--- config.mk ---
export PLATFORM = sky130hd
export DESIGN_NAME = mdu_ctrl
export DESIGN_NICKNAME = d
export VERILOG_FILES = /design/src/rtl/mdu_ctrl_pkg.sv /design/src/rtl/mdu_iter.sv /design/src/rtl/mdu_ctrl.sv
export SDC_FILE = /design/constraint.sdc
export NUM_CORES = 1
export LEC_CHECK = 0
export CAP_MARGIN = 20
export CORE_UTILIZATION = 55
export DETAILED_ROUTE_END_ITERATION = 16
export PLACE_DENSITY = 0.77
export SETUP_SLACK_MARGIN = 0.4
export SLEW_MARGIN = 40
export SYNTH_ARGS = -nofsm -noshare
export SYNTH_HDL_FRONTEND = slang
export SYNTH_SLANG_ARGS = --single-unit
--- constraint.sdc ---
create_clock -name clk -period 4 [get_ports clk]
set_input_delay 0.6 -clock clk [delete_from_list [all_inputs] [get_ports clk]]
set_output_delay 0.6 -clock clk [all_outputs]
set_load 0.05 [all_outputs]
--- src/rtl/mdu_ctrl_pkg.sv ---
// Shared multiply/divide unit definitions: op encodings and controller states,
// also imported by the decoder and hazard unit.
package mdu_ctrl_pkg;

    localparam logic [1:0] MDU_MULTU = 2'b00;
    localparam logic [1:0] MDU_MULT  = 2'b01;
    localparam logic [1:0] MDU_DIVU  = 2'b10;
    localparam logic [1:0] MDU_DIV   = 2'b11;

    typedef enum logic {
        ST_IDLE = 1'b0,
        ST_RUN  = 1'b1
    } mdu_state_e;

endpackage

--- src/rtl/mdu_iter.sv ---
// One combinational step of the iterative unit: shift-add multiply or restoring
// shift-subtract divide on a {upper, lower} accumulator. Divide path needs MDU_DIV_EN.
module mdu_iter #(
    parameter int WIDTH = 8
) (
`ifdef MDU_DIV_EN
    input  logic               is_div,
`endif
    input  logic [2*WIDTH:0]   acc,
    input  logic [WIDTH-1:0]   opnd,
    output logic [2*WIDTH:0]   acc_nxt
);

    // Multiply: low half holds the remaining multiplier bits, LSB first.
    logic [WIDTH:0]   msum;
    logic [2*WIDTH:0] mnext;

    assign msum  = acc[2*WIDTH:WIDTH] + (acc[0] ? {1'b0, opnd} : '0);
    assign mnext = {1'b0, msum, acc[WIDTH-1:1]};

`ifdef MDU_DIV_EN
    // Divide: the partial remainder can reach WIDTH+1 bits after the shift, so the
    // trial subtraction is one bit wider to get a clean borrow.
    logic [2*WIDTH:0] sh;
    logic [WIDTH+1:0] diff;
    logic [2*WIDTH:0] dnext;

    assign sh    = {acc[2*WIDTH-1:0], 1'b0};
    assign diff  = {1'b0, sh[2*WIDTH:WIDTH]} - {2'b00, opnd};
    assign dnext = diff[WIDTH+1] ? sh : {diff[WIDTH:0], sh[WIDTH-1:1], 1'b1};

    assign acc_nxt = is_div ? dnext : mnext;
`else
    assign acc_nxt = mnext;
`endif

endmodule

--- src/rtl/mdu_ctrl.sv ---
// Iterative multiply/divide controller owning the HI/LO registers.
// Divide ops are implemented only when MDU_DIV_EN is defined; otherwise they flag err.
module mdu_ctrl
    import mdu_ctrl_pkg::*;
#(
    parameter int WIDTH = 8
) (
    input  logic             clk,
    input  logic             rst_n,
    input  logic             start,
    input  logic [1:0]       op,
    input  logic [WIDTH-1:0] a,
    input  logic [WIDTH-1:0] b,
    input  logic             kill,
    output logic             busy,
    output logic             done,
    output logic [WIDTH-1:0] hi,
    output logic [WIDTH-1:0] lo,
    output logic             err
);

    localparam int CW = (WIDTH > 1) ? $clog2(WIDTH) : 1;
    localparam int AW = 2 * WIDTH + 1;

    mdu_state_e         state;
    logic [CW-1:0]      cnt;
    logic [AW-1:0]      acc;
    logic [AW-1:0]      acc_nxt;
    logic [WIDTH-1:0]   opnd;
    logic               neg_lo;
    logic               is_mul_op;
    logic               is_div_op;
    logic               a_neg;
    logic               b_neg;
    logic [WIDTH-1:0]   a_mag;
    logic [WIDTH-1:0]   b_mag;
    logic [2*WIDTH-1:0] prod_fix;

    assign is_mul_op = (op == MDU_MULTU) || (op == MDU_MULT);
    assign is_div_op = (op == MDU_DIVU) || (op == MDU_DIV);
    assign a_neg     = ((op == MDU_MULT) || (op == MDU_DIV)) && a[WIDTH-1];
    assign b_neg     = ((op == MDU_MULT) || (op == MDU_DIV)) && b[WIDTH-1];
    // Magnitudes are unsigned WIDTH-bit, so the most-negative value maps to 2^(WIDTH-1).
    assign a_mag     = a_neg ? (~a + 1'b1) : a;
    assign b_mag     = b_neg ? (~b + 1'b1) : b;
    assign prod_fix  = neg_lo ? (~acc_nxt[2*WIDTH-1:0] + 1'b1) : acc_nxt[2*WIDTH-1:0];
    assign busy      = (state == ST_RUN);

`ifdef MDU_DIV_EN
    logic             is_div;
    logic             neg_hi;
    logic [WIDTH-1:0] quot_fix;
    logic [WIDTH-1:0] rem_fix;

    assign quot_fix = neg_lo ? (~acc_nxt[WIDTH-1:0] + 1'b1) : acc_nxt[WIDTH-1:0];
    assign rem_fix  = neg_hi ? (~acc_nxt[2*WIDTH-1:WIDTH] + 1'b1) : acc_nxt[2*WIDTH-1:WIDTH];
`endif

    mdu_iter #(.WIDTH(WIDTH)) u_iter (
`ifdef MDU_DIV_EN
        .is_div  (is_div),
`endif
        .acc     (acc),
        .opnd    (opnd),
        .acc_nxt (acc_nxt)
    );

    always_ff @(posedge clk or negedge rst_n) begin
        if (!rst_n) begin
            state  <= ST_IDLE;
            cnt    <= '0;
            acc    <= '0;
            opnd   <= '0;
            neg_lo <= 1'b0;
            done   <= 1'b0;
            err    <= 1'b0;
            hi     <= '0;
            lo     <= '0;
`ifdef MDU_DIV_EN
            is_div <= 1'b0;
            neg_hi <= 1'b0;
`endif
        end else begin
            done <= 1'b0;
            case (state)
                ST_IDLE: begin
                    if (start && !kill) begin
                        if (is_mul_op) begin
                            state  <= ST_RUN;
                            cnt    <= '0;
                            acc    <= {{(WIDTH+1){1'b0}}, b_mag};
                            opnd   <= a_mag;
                            neg_lo <= a_neg ^ b_neg;
`ifdef MDU_DIV_EN
                            is_div <= 1'b0;
                            neg_hi <= 1'b0;
`endif
                        end
`ifdef MDU_DIV_EN
                        else if (b == '0) begin
                            done <= 1'b1;
                            err  <= 1'b1;
                            hi   <= a;
                            lo   <= '1;
                        end else begin
                            state  <= ST_RUN;
                            cnt    <= '0;
                            acc    <= {{(WIDTH+1){1'b0}}, a_mag};
                            opnd   <= b_mag;
                            is_div <= 1'b1;
                            neg_lo <= a_neg ^ b_neg;
                            neg_hi <= a_neg;
                        end
`else
                        else if (is_div_op) begin
                            // No divider: complete immediately, flag it, keep HI/LO.
                            done <= 1'b1;
                            err  <= 1'b1;
                        end
`endif
                    end
                end
                ST_RUN: begin
                    if (kill) begin
                        state <= ST_IDLE;
                    end else begin
                        acc <= acc_nxt;
                        cnt <= cnt + 1'b1;
                        if (cnt == CW'(WIDTH - 1)) begin
                            state <= ST_IDLE;
                            done  <= 1'b1;
                            err   <= 1'b0;
`ifdef MDU_DIV_EN
                            if (is_div) begin
                                hi <= rem_fix;
                                lo <= quot_fix;
                            end else begin
                                {hi, lo} <= prod_fix;
                            end
`else
                            {hi, lo} <= prod_fix;
`endif
                        end
                    end
                end
                default: state <= ST_IDLE;
            endcase
        end
    end

endmodule

== Yosys cells after proc, flatten, opt, wreduce, memory -nomap -nowiden ==
Cells that the tools add are included.

* Add/sub/neg operators: 5
* Eq/ne operators: 10
* Muxes and demuxes: 29
* Bitwise operators: 6
* Reduce and logical (&&, ||, !) cells: 12

{| class="wikitable"
|+ Operators with widths
! cell !! count
|-
| 2-to-1 mux 17 bit || 3
|-
| case mux 17 bit (2 select lines) || 1
|-
| 2-to-1 mux 8 bit || 3
|-
| adder 16 x 1 -> 16 bit, second input constant || 1
|-
| adder 8 x 1 -> 8 bit, second input constant || 2
|-
| 2-to-1 mux 16 bit || 1
|-
| inverter 16 bit || 1
|-
| inverter 8 bit || 2
|-
| 2-to-1 mux 1 bit || 14
|-
| != test 2 bit, second input constant || 5
|-
| adder 9 bit || 1
|-
| 2-to-1 mux 3 bit || 3
|-
| AND reduction 3 bit || 3
|-
| case mux 1 bit (2 select lines) || 3
|-
| case mux 3 bit (2 select lines) || 1
|-
| AND reduction 5 bit || 1
|-
| equality test 2 bit, second input constant || 2
|-
| adder 3 x 1 -> 3 bit, second input constant || 1
|-
| equality test 3 bit, second input constant || 1
|-
| logical AND 1 bit || 3
|-
| logical OR 1 bit || 3
|-
| equality test 2 x 1 -> 1 bit, second input constant || 1
|-
| zero test 2 bit || 1
|-
| != test 2 x 1 -> 1 bit, second input constant || 1
|-
| 3 further kinds || 4
|}

* Bits in registers: 48
* Bits of input ports: 22
* Output and inout bits: 19
* Logic and storage cells: 71

== Depth between registers and ports, before layout ==
Gate-level depths: netlist of run 1.

* Depth after elaboration: 7
* Mapped depth: 9
* Gate-level depth less buffers: 9

== By module ==
A second synthesis of run 1 with hierarchy kept.

* Cell total of the unflattened synthesis: 336
* Area, all modules: 2944.1 µm²

{| class="wikitable"
|+ By module, submodules not included
! module !! instances !! cells an instance !! area each (µm²) !! sequential area each (µm²)
|-
| mdu_ctrl || 1 || 279 || 2494.9 || 1201.2
|-
| mdu_iter || 1 || 57 || 449.2 || 0.0
|}

== Worst setup path before layout of run 1 ==
OpenSTA, ideal clock, no wires.

* Kind: register -> register
* Start point: register acc[0]
* End point: register hi[7]
* Library setup time: 70 ps
* Arrival time: 2823 ps
* Data required time: 3930 ps
* Setup slack: 1107 ps
* Stages on the path, launching flop included: 9
* Buffers on the path: 0
* Period minus slack after synthesis: 2893 ps
* Cell sequence: dfrtp_1 and2_1 ha_1 or4_4 or3_1 or2_4 a2111oi_4 or4b_1 nand3_1

* Word-level cells in the longest chain between the ends: 5

{| class="wikitable"
|+ RTL lines
! element !! RTL line !! source
|-
| start: declaration || mdu_ctrl.sv:27 || <nowiki>logic [AW-1:0] acc;</nowiki>
|-
| start signal: assignment || mdu_ctrl.sv:91 || <nowiki>acc <= {{(WIDTH+1){1'b0}}, b_mag};</nowiki>
|-
| start signal: assignment || mdu_ctrl.sv:127 || <nowiki>acc <= acc_nxt;</nowiki>
|-
| 2-to-1 mux 8 bit * || mdu_iter.sv:18 || <nowiki>assign msum = acc[2*WIDTH:WIDTH] + (acc[0] ? {1'b0, opnd} : '0);</nowiki>
|-
| adder 9 bit * || mdu_iter.sv:18 ||
|-
| inverter 16 bit || mdu_ctrl.sv:46 || <nowiki>assign prod_fix = neg_lo ? (~acc_nxt[2*WIDTH-1:0] + 1'b1) : acc_nxt[2*WIDTH-1:0];</nowiki>
|-
| adder 16 x 1 -> 16 bit || mdu_ctrl.sv:46 ||
|-
| 2-to-1 mux 16 bit * || mdu_ctrl.sv:46 ||
|-
| end signal: assignment || mdu_ctrl.sv:141 || <nowiki>{hi, lo} <= prod_fix;</nowiki>
|-
| end: declaration || mdu_ctrl.sv:17 || <nowiki>output logic [WIDTH-1:0] hi,</nowiki>
|}

Mark *: on every way between the ends. The rest lies on a longest branch, timed or not.
A chain may end at the register's enable or synchronous reset.

== Worst setup path in the final report of run 1 ==
Ends and elaborated chain as after synthesis.

==> run metrics, run 1 <==
largest net degree at the start of global routing 48; Worst Skew 0.003983 ns; Psw 0.0005382 W; 1st-iter DRT viols 133; CP cell instances and2_1 > ha_1 > or4_4 > or3_1 > or2_4 > a2111oi_4 > or4b_1 > nand3_1; delay-heaviest family, CP simple AND/OR/NAND/NOR gates; Synth Net Count 356; final core occ 70.40%; setup tns final 0 ns; CP max stage delay 0.56 ns; TritonCTS buffer count 5; final net count 396; post-synthesis register bit count 47; Clock Power Share 20.2%; crit path max fanout 9; VDD IR-drop max 242.0 uV; hold_buf cts 0; worst reg2reg path startpoint acc[0]; average size of a mapped cell 8.934 um^2; Layout fillers 394; Synth area leader dfrtp_1; share of the yosys chip area belonging to registers 41.14%; clock latency on the worst-skew pair 0.30 ns; Vias per Instance 5.586; CP Capture Type flip-flop; Area contributors post-synth dfrtp_1, ha_1, o21ai_0; Gate power share 36.8%; DRT Pass-1 Iters 4; Tot GR Track Use 23.88%; postcts setup bufs 0; most common cell in the netlist dfrtp_1; die height 74.10 um; CP required 4.24 ns; r2r setup slk 0.89 ns; Tcrit/Tclk final 77.83%; DP Wirelength 4324 um; Top FF cell, synth dfrtp_1; Final min period 3.113 ns; status complete, no violations; DRT antenna net count 0; CTS root buf clkbuf_8; RSZ-0062 raised after global routing no; Setup WS post-layout 0.8867 ns; Net Sw Frac 37.54%; GPL Wtd Cong 0.8223; drt total wl 5768 um; antenna diode count 0; Int Power 0.0008954 W; # resized after CTS 0; Site Rows 25; Worst R2R Path Depth 8; Post-Syn Area 2859 um^2; vias in the first global route 2173; Netlist cell types 42; Synth top area share 41.14%; worst hold slack 0.2742 ns; boundary pin count 41; buffers added on ports 40; Final Setup Violations 0; Tightest Pin Transition 0.6847 ns; slowest CP cell or4_4; pre-CTS setup slack 0.9084 ns; first-pass GRT wire length 10010 um; ys async rst share 100.0%; clk buf depth 2; CTS tree built; crit path launch type flip-flop; Syn. warnings 0; Post-synth EDFFs 0; final slew viol count 0; DIE AREA 5491 um^2; total core area 4848 um^2; Max Clock Freq 0.3212 GHz; DR DRC count 0; Clk pin slew, worst setup/hold paths 0.09 ns; total of max-cap violations 0; antenna violations before repair 0; Hold Fails Final Rpt 0; Syn Inst Count 320; Data arrival, critical path 3.36 ns; Worst Path Buf+Inv 0; share of cells above drive strength 1 6.925%; Leak 1.518 nW; # clock sinks 47; relative slew slack 54.24%; Hold Crit Class in2async; Reg2Reg Capture Point hi[7]; remaining global-route overflow 0; Die X 74.10 um; Starting Density 58.97%; Seq pwr share 43.1%; CTS H-tree depth 2; Crit Path Class reg2reg; top post-synthesis cells by count dfrtp_1, nand2_1, o21ai_0; Area Growth Syn to Fin 19.39%; via count 2391; power density cells 420.0 nW/um^2; WL/cell 13.48 um
[cell type report]
type | instances | area, um^2 | share of cell area [%]
clock buffer | 5 | 68.82 | 2.016
clock inverter | 3 | 18.77 | 0.5499
inverter | 14 | 52.55 | 1.540
multi-input combinational | 248 | 1585 | 46.44
sequential | 47 | 1176 | 34.46
tap | 67 | 83.83 | 2.456
timing repair buffer | 44 | 427.9 | 12.54
[worst max path at each step]
stage | from | to | slack, ns | depth (start not counted)
2_1_floorplan | acc[0] | hi[7] | 1.11 | 8
3_3_place_gp | acc[0] | hi[7] | 1.01 | 8
3_5_place_dp | acc[0] | hi[7] | 0.91 | 8
4_1_cts | acc[0] | hi[7] | 0.89 | 8
5_1_grt | acc[0] | hi[7] | 0.75 | 8
6_report | acc[0] | hi[7] | 0.89 | 8
[kinds of logic (layout without fill, tap and decap cells)]
logic type | after synthesis | count (layout) | synth area share, %
xor+xnor | 23 | 23 | 7.046
simple gates | 114 | 114 | 19.52
flops | 47 | 47 | 41.14
buf+inv | 25 | 66 | 3.414
mux | 8 | 8 | 2.888
fa+ha+maj | 14 | 14 | 6.390
compound gates | 89 | 89 | 19.61
[per-stage QoR]
step	total power, W	instances	area [um^2]
global route	0.001535	428	3413
finish	0.001434	428	3413
floorplan	0.001002	320	2859
CTS	0.001442	428	3413
detailed placement	0.001148	420	3326
global placement	0.001127	420	3323
[cell usage in the layout, fill, tap and decap left out, drive strengths merged]
cell / instances
clkbuf: 5
a31oi: 3
nor3b: 2
and4b: 1
o31ai: 4
xor2: 14
a22oi: 4
nor3: 3
mux2: 2
a22o: 10
o21bai: 2
a311oi: 1
ha: 13
or4: 3
nor2: 30
nand3: 13
o22ai: 1
or3: 7
a21oi: 25
fa: 1
dfrtp: 47
buf: 5
inv: 15
a2111oi: 2
a21o: 2
o21ai: 32
a221oi: 1
mux2i: 6
and2: 9
and3: 4
nor2b: 3
o41ai: 1
nand2: 36
or4b: 1
clkinv: 2
or2: 2
a222oi: 1
clkdlybuf4s50: 39
xnor2: 9
[power by group through the flow]
stage          registers, W  logic, W  clock network, W
6_report           0.000618  0.000527          0.000289
3_3_place_gp       0.000621  0.000506                 0
3_5_place_dp       0.000626  0.000522                 0
2_1_floorplan      0.000614  0.000388                 0
5_1_grt            0.000630  0.000590          0.000315
4_1_cts            0.000617  0.000526          0.000299
[registers in the layout, indices dropped and copies added, names as in the netlist]
name and cells:
neg_lo 1, hi 8, err 1, acc 16, opnd 8, done 1, busy 1, cnt 3
lo 8
[metal layers]
metal | GRT usage, % | vias up | share of wire (%)
met5 | 0 | - | 0
met4 | 6.410 | 0 | 1.1
met3 | 4.336 | 6 | 3.5
met2 | 38.59 | 55 | 48
met1 | 33.13 | 1114 | 47
li1 | - | 1216 | -
(Power assumes the default switching activity.)
==> run 2: changes to the inputs <==
- clock period: 4 -> 3.02 ns (I/O delays scaled with it)
==> run 2 against run 1 <==
Against the previous run: clock power increased by 62%; core utilization up 2.6 points; combinational power increased by 47%; sequential power up 33%; clock skew up 0.0054 ns; sequential cell count unchanged; global-route usage is 0.12 points higher; worst setup slack got worse by 0.66 ns; highest routed layer unchanged.
==> run metrics, run 2 (synthesized netlist as in run 1, its figures left out) <==
clock latency on the worst-skew pair 0.31 ns (was 0.30 ns); TritonCTS buffer count 5 (unchanged); max FFs per register 16 (unchanged); relative slew slack 57.86% (was 54.24%); Leak 1.556 nW (was 1.518 nW); CP Capture Type flip-flop (unchanged); DP Area 3351 um^2 (was 3326 um^2); Setup WS post-layout 0.2294 ns (was 0.8867 ns); pre-CTS setup slack 0.2008 ns (was 0.9084 ns); Area Growth Syn to Fin 23.72% (was 19.39%); crit path max fanout 6 (was 9); CTS H-tree depth 2 (unchanged); total of max-cap violations 0 (unchanged); crit path launch type flip-flop (unchanged); Tcrit/Tclk final 92.40% (was 77.83%); CTS root buf clkbuf_8 (unchanged); share of cells above drive strength 1 10.96% (was 6.925%); via count 2392 (was 2391); Placed Instances 420 (unchanged); Final min period 2.791 ns (was 3.113 ns); DIE AREA 5491 um^2 (unchanged); DRT antenna net count 0 (unchanged); antenna violations before repair 0 (unchanged); # clock sinks 47 (unchanged); 1st-iter DRT viols 128 (was 133); sequential cell area 1177 um^2 (was 1176 um^2); largest net degree at the start of global routing 48 (unchanged); DRT Pass-1 Iters 4 (unchanged); Gate power share 37.6% (was 36.8%); Final Setup Violations 0 (unchanged); WL/cell 13.67 um (was 13.48 um); CP required 3.26 ns (was 4.24 ns); area occupied by multi-input gates 1650 um^2 (was 1585 um^2); Top reg by flops acc (unchanged); DP Wirelength 4361 um (was 4324 um); setup tns final 0 ns (unchanged); Tightest Pin Transition 0.6309 ns (was 0.6847 ns); clk buf depth 2 (unchanged); buffers added on ports 40 (unchanged); Clock Power Share 22.6% (was 20.2%); Starting Density 58.97% (unchanged); Worst Skew 0.009390 ns (was 0.003983 ns); antenna diode count 0 (unchanged); drt total wl 5904 um (was 5768 um); VDD IR-drop max 375.5 uV (was 242.0 uV); Tot GR Track Use 24.00% (was 23.88%); Die X 74.10 um (unchanged); Max Clock Freq 0.3583 GHz (was 0.3212 GHz); first-pass GRT wire length 9963 um (was 10010 um); commonest non-fill, non-tap cell in the layout dfrtp_1 (unchanged); Hold Crit Class in2async (unchanged); Crit Path Class reg2reg (unchanged); RSZ-0062 raised after global routing yes (was no); Int Power 0.001326 W (was 0.0008954 W); Final Non-Filler Cells 432 (was 428); Layout fillers 379 (was 394); CTS tree built (unchanged); remaining global-route overflow 0 (unchanged); power density cells 584.4 nW/um^2 (was 420.0 nW/um^2); final slew viol count 0 (unchanged); die height 74.10 um (unchanged); boundary pin count 41 (unchanged); Hold Fails Final Rpt 0 (unchanged); most frequent cells in the layout dfrtp_1, clkdlybuf4s50_1, nand2_1, o21ai_0, nor2_1 (unchanged); Data arrival, critical path 3.03 ns (was 3.36 ns); total core area 4848 um^2 (unchanged); Vias per Instance 5.537 (was 5.586); Seq pwr share 39.8% (was 43.1%); Site Rows 25 (unchanged); DR DRC count 0 (unchanged); Psw 0.0007408 W (was 0.0005382 W); worst reg2reg path startpoint acc[0] (unchanged); GPL Wtd Cong 0.8128 (was 0.8223); Clk pin slew, worst setup/hold paths 0.09 ns (about the same); status complete, no violations (unchanged); Net Sw Frac 35.84% (was 37.54%); post-route cell area 3537 um^2 (was 3413 um^2); vias in the first global route 2233 (was 2173); Critical Path Start acc[0] (unchanged); final net count 400 (was 396); final core occ 72.95% (was 70.40%)
-- run 2: what timing repair did --
action,4_1_cts,5_1_grt
gates cloned,0,0
endpoints found under the setup margin,4,5
resized for setup,3,7
buffers inserted,1,3
hold buffers,0,0
-- run 2: stage by stage --
| stage | hold WS [ns] | total power, W |
|---|---|---|
| 2_1_floorplan | 0.1574 | 0.001349 |
| 3_3_place_gp | 0.4620 | 0.001519 |
| 3_5_place_dp | 0.4718 | 0.001541 |
| 4_1_cts | 0.1542 | 0.002034 |
| 5_1_grt | 0.1852 | 0.002211 |
| 6_report | 0.1414 | 0.002067 |
-- run 2: per-layer routing --
layer	global-route usage, %	vias up	wire length, um
met5	0	-	0
met4	10.90	0	118
met3	3.659	12	218
met2	38.79	62	2722
met1	31.91	1099	2846
li1	-	1219	-
-- run 2: power by group through the flow --
stage               sequential (W)  combinational (W)  clock, W
floorplan                 0.000816           0.000534         0
global placement          0.000827           0.000691         0
detailed placement        0.000831           0.000711         0
CTS                       0.000820           0.000730  0.000484
global route              0.000840           0.000866  0.000505
finish                    0.000822           0.000777  0.000468
-- run 2: path summary, 6_finish.rpt --
kind	end	slack, ns	depth (start not counted)
setup reg to reg	hi[7]	0.23	8
max in group asynchronous	acc[0]	2.46	1
setup / recovery	hi[7]	0.23	8
min in group clk	lo[6]	0.49	2
hold / removal	acc[9]	0.14	1
hold reg to reg	lo[6]	0.49	2
-- run 2: cell type report --
class                      instances  area share (%)
clock buffer                       5           1.946
sequential                        47           33.29
timing repair buffer              48           12.95
multi-input combinational        248           46.66
inverter                          14           1.486
clock inverter                     3           1.309
tap                               67           2.370
-- run 2: worst max-delay path, stage by stage (launching register included) --
cell	delay, ns
dfrtp_2	0.44
and2_4	0.15
ha_4	0.21
or4_4	0.53
or3_4	0.34
or2_4	0.25
a2111oi_4	0.22
or4b_1	0.47
nand3_1	0.10
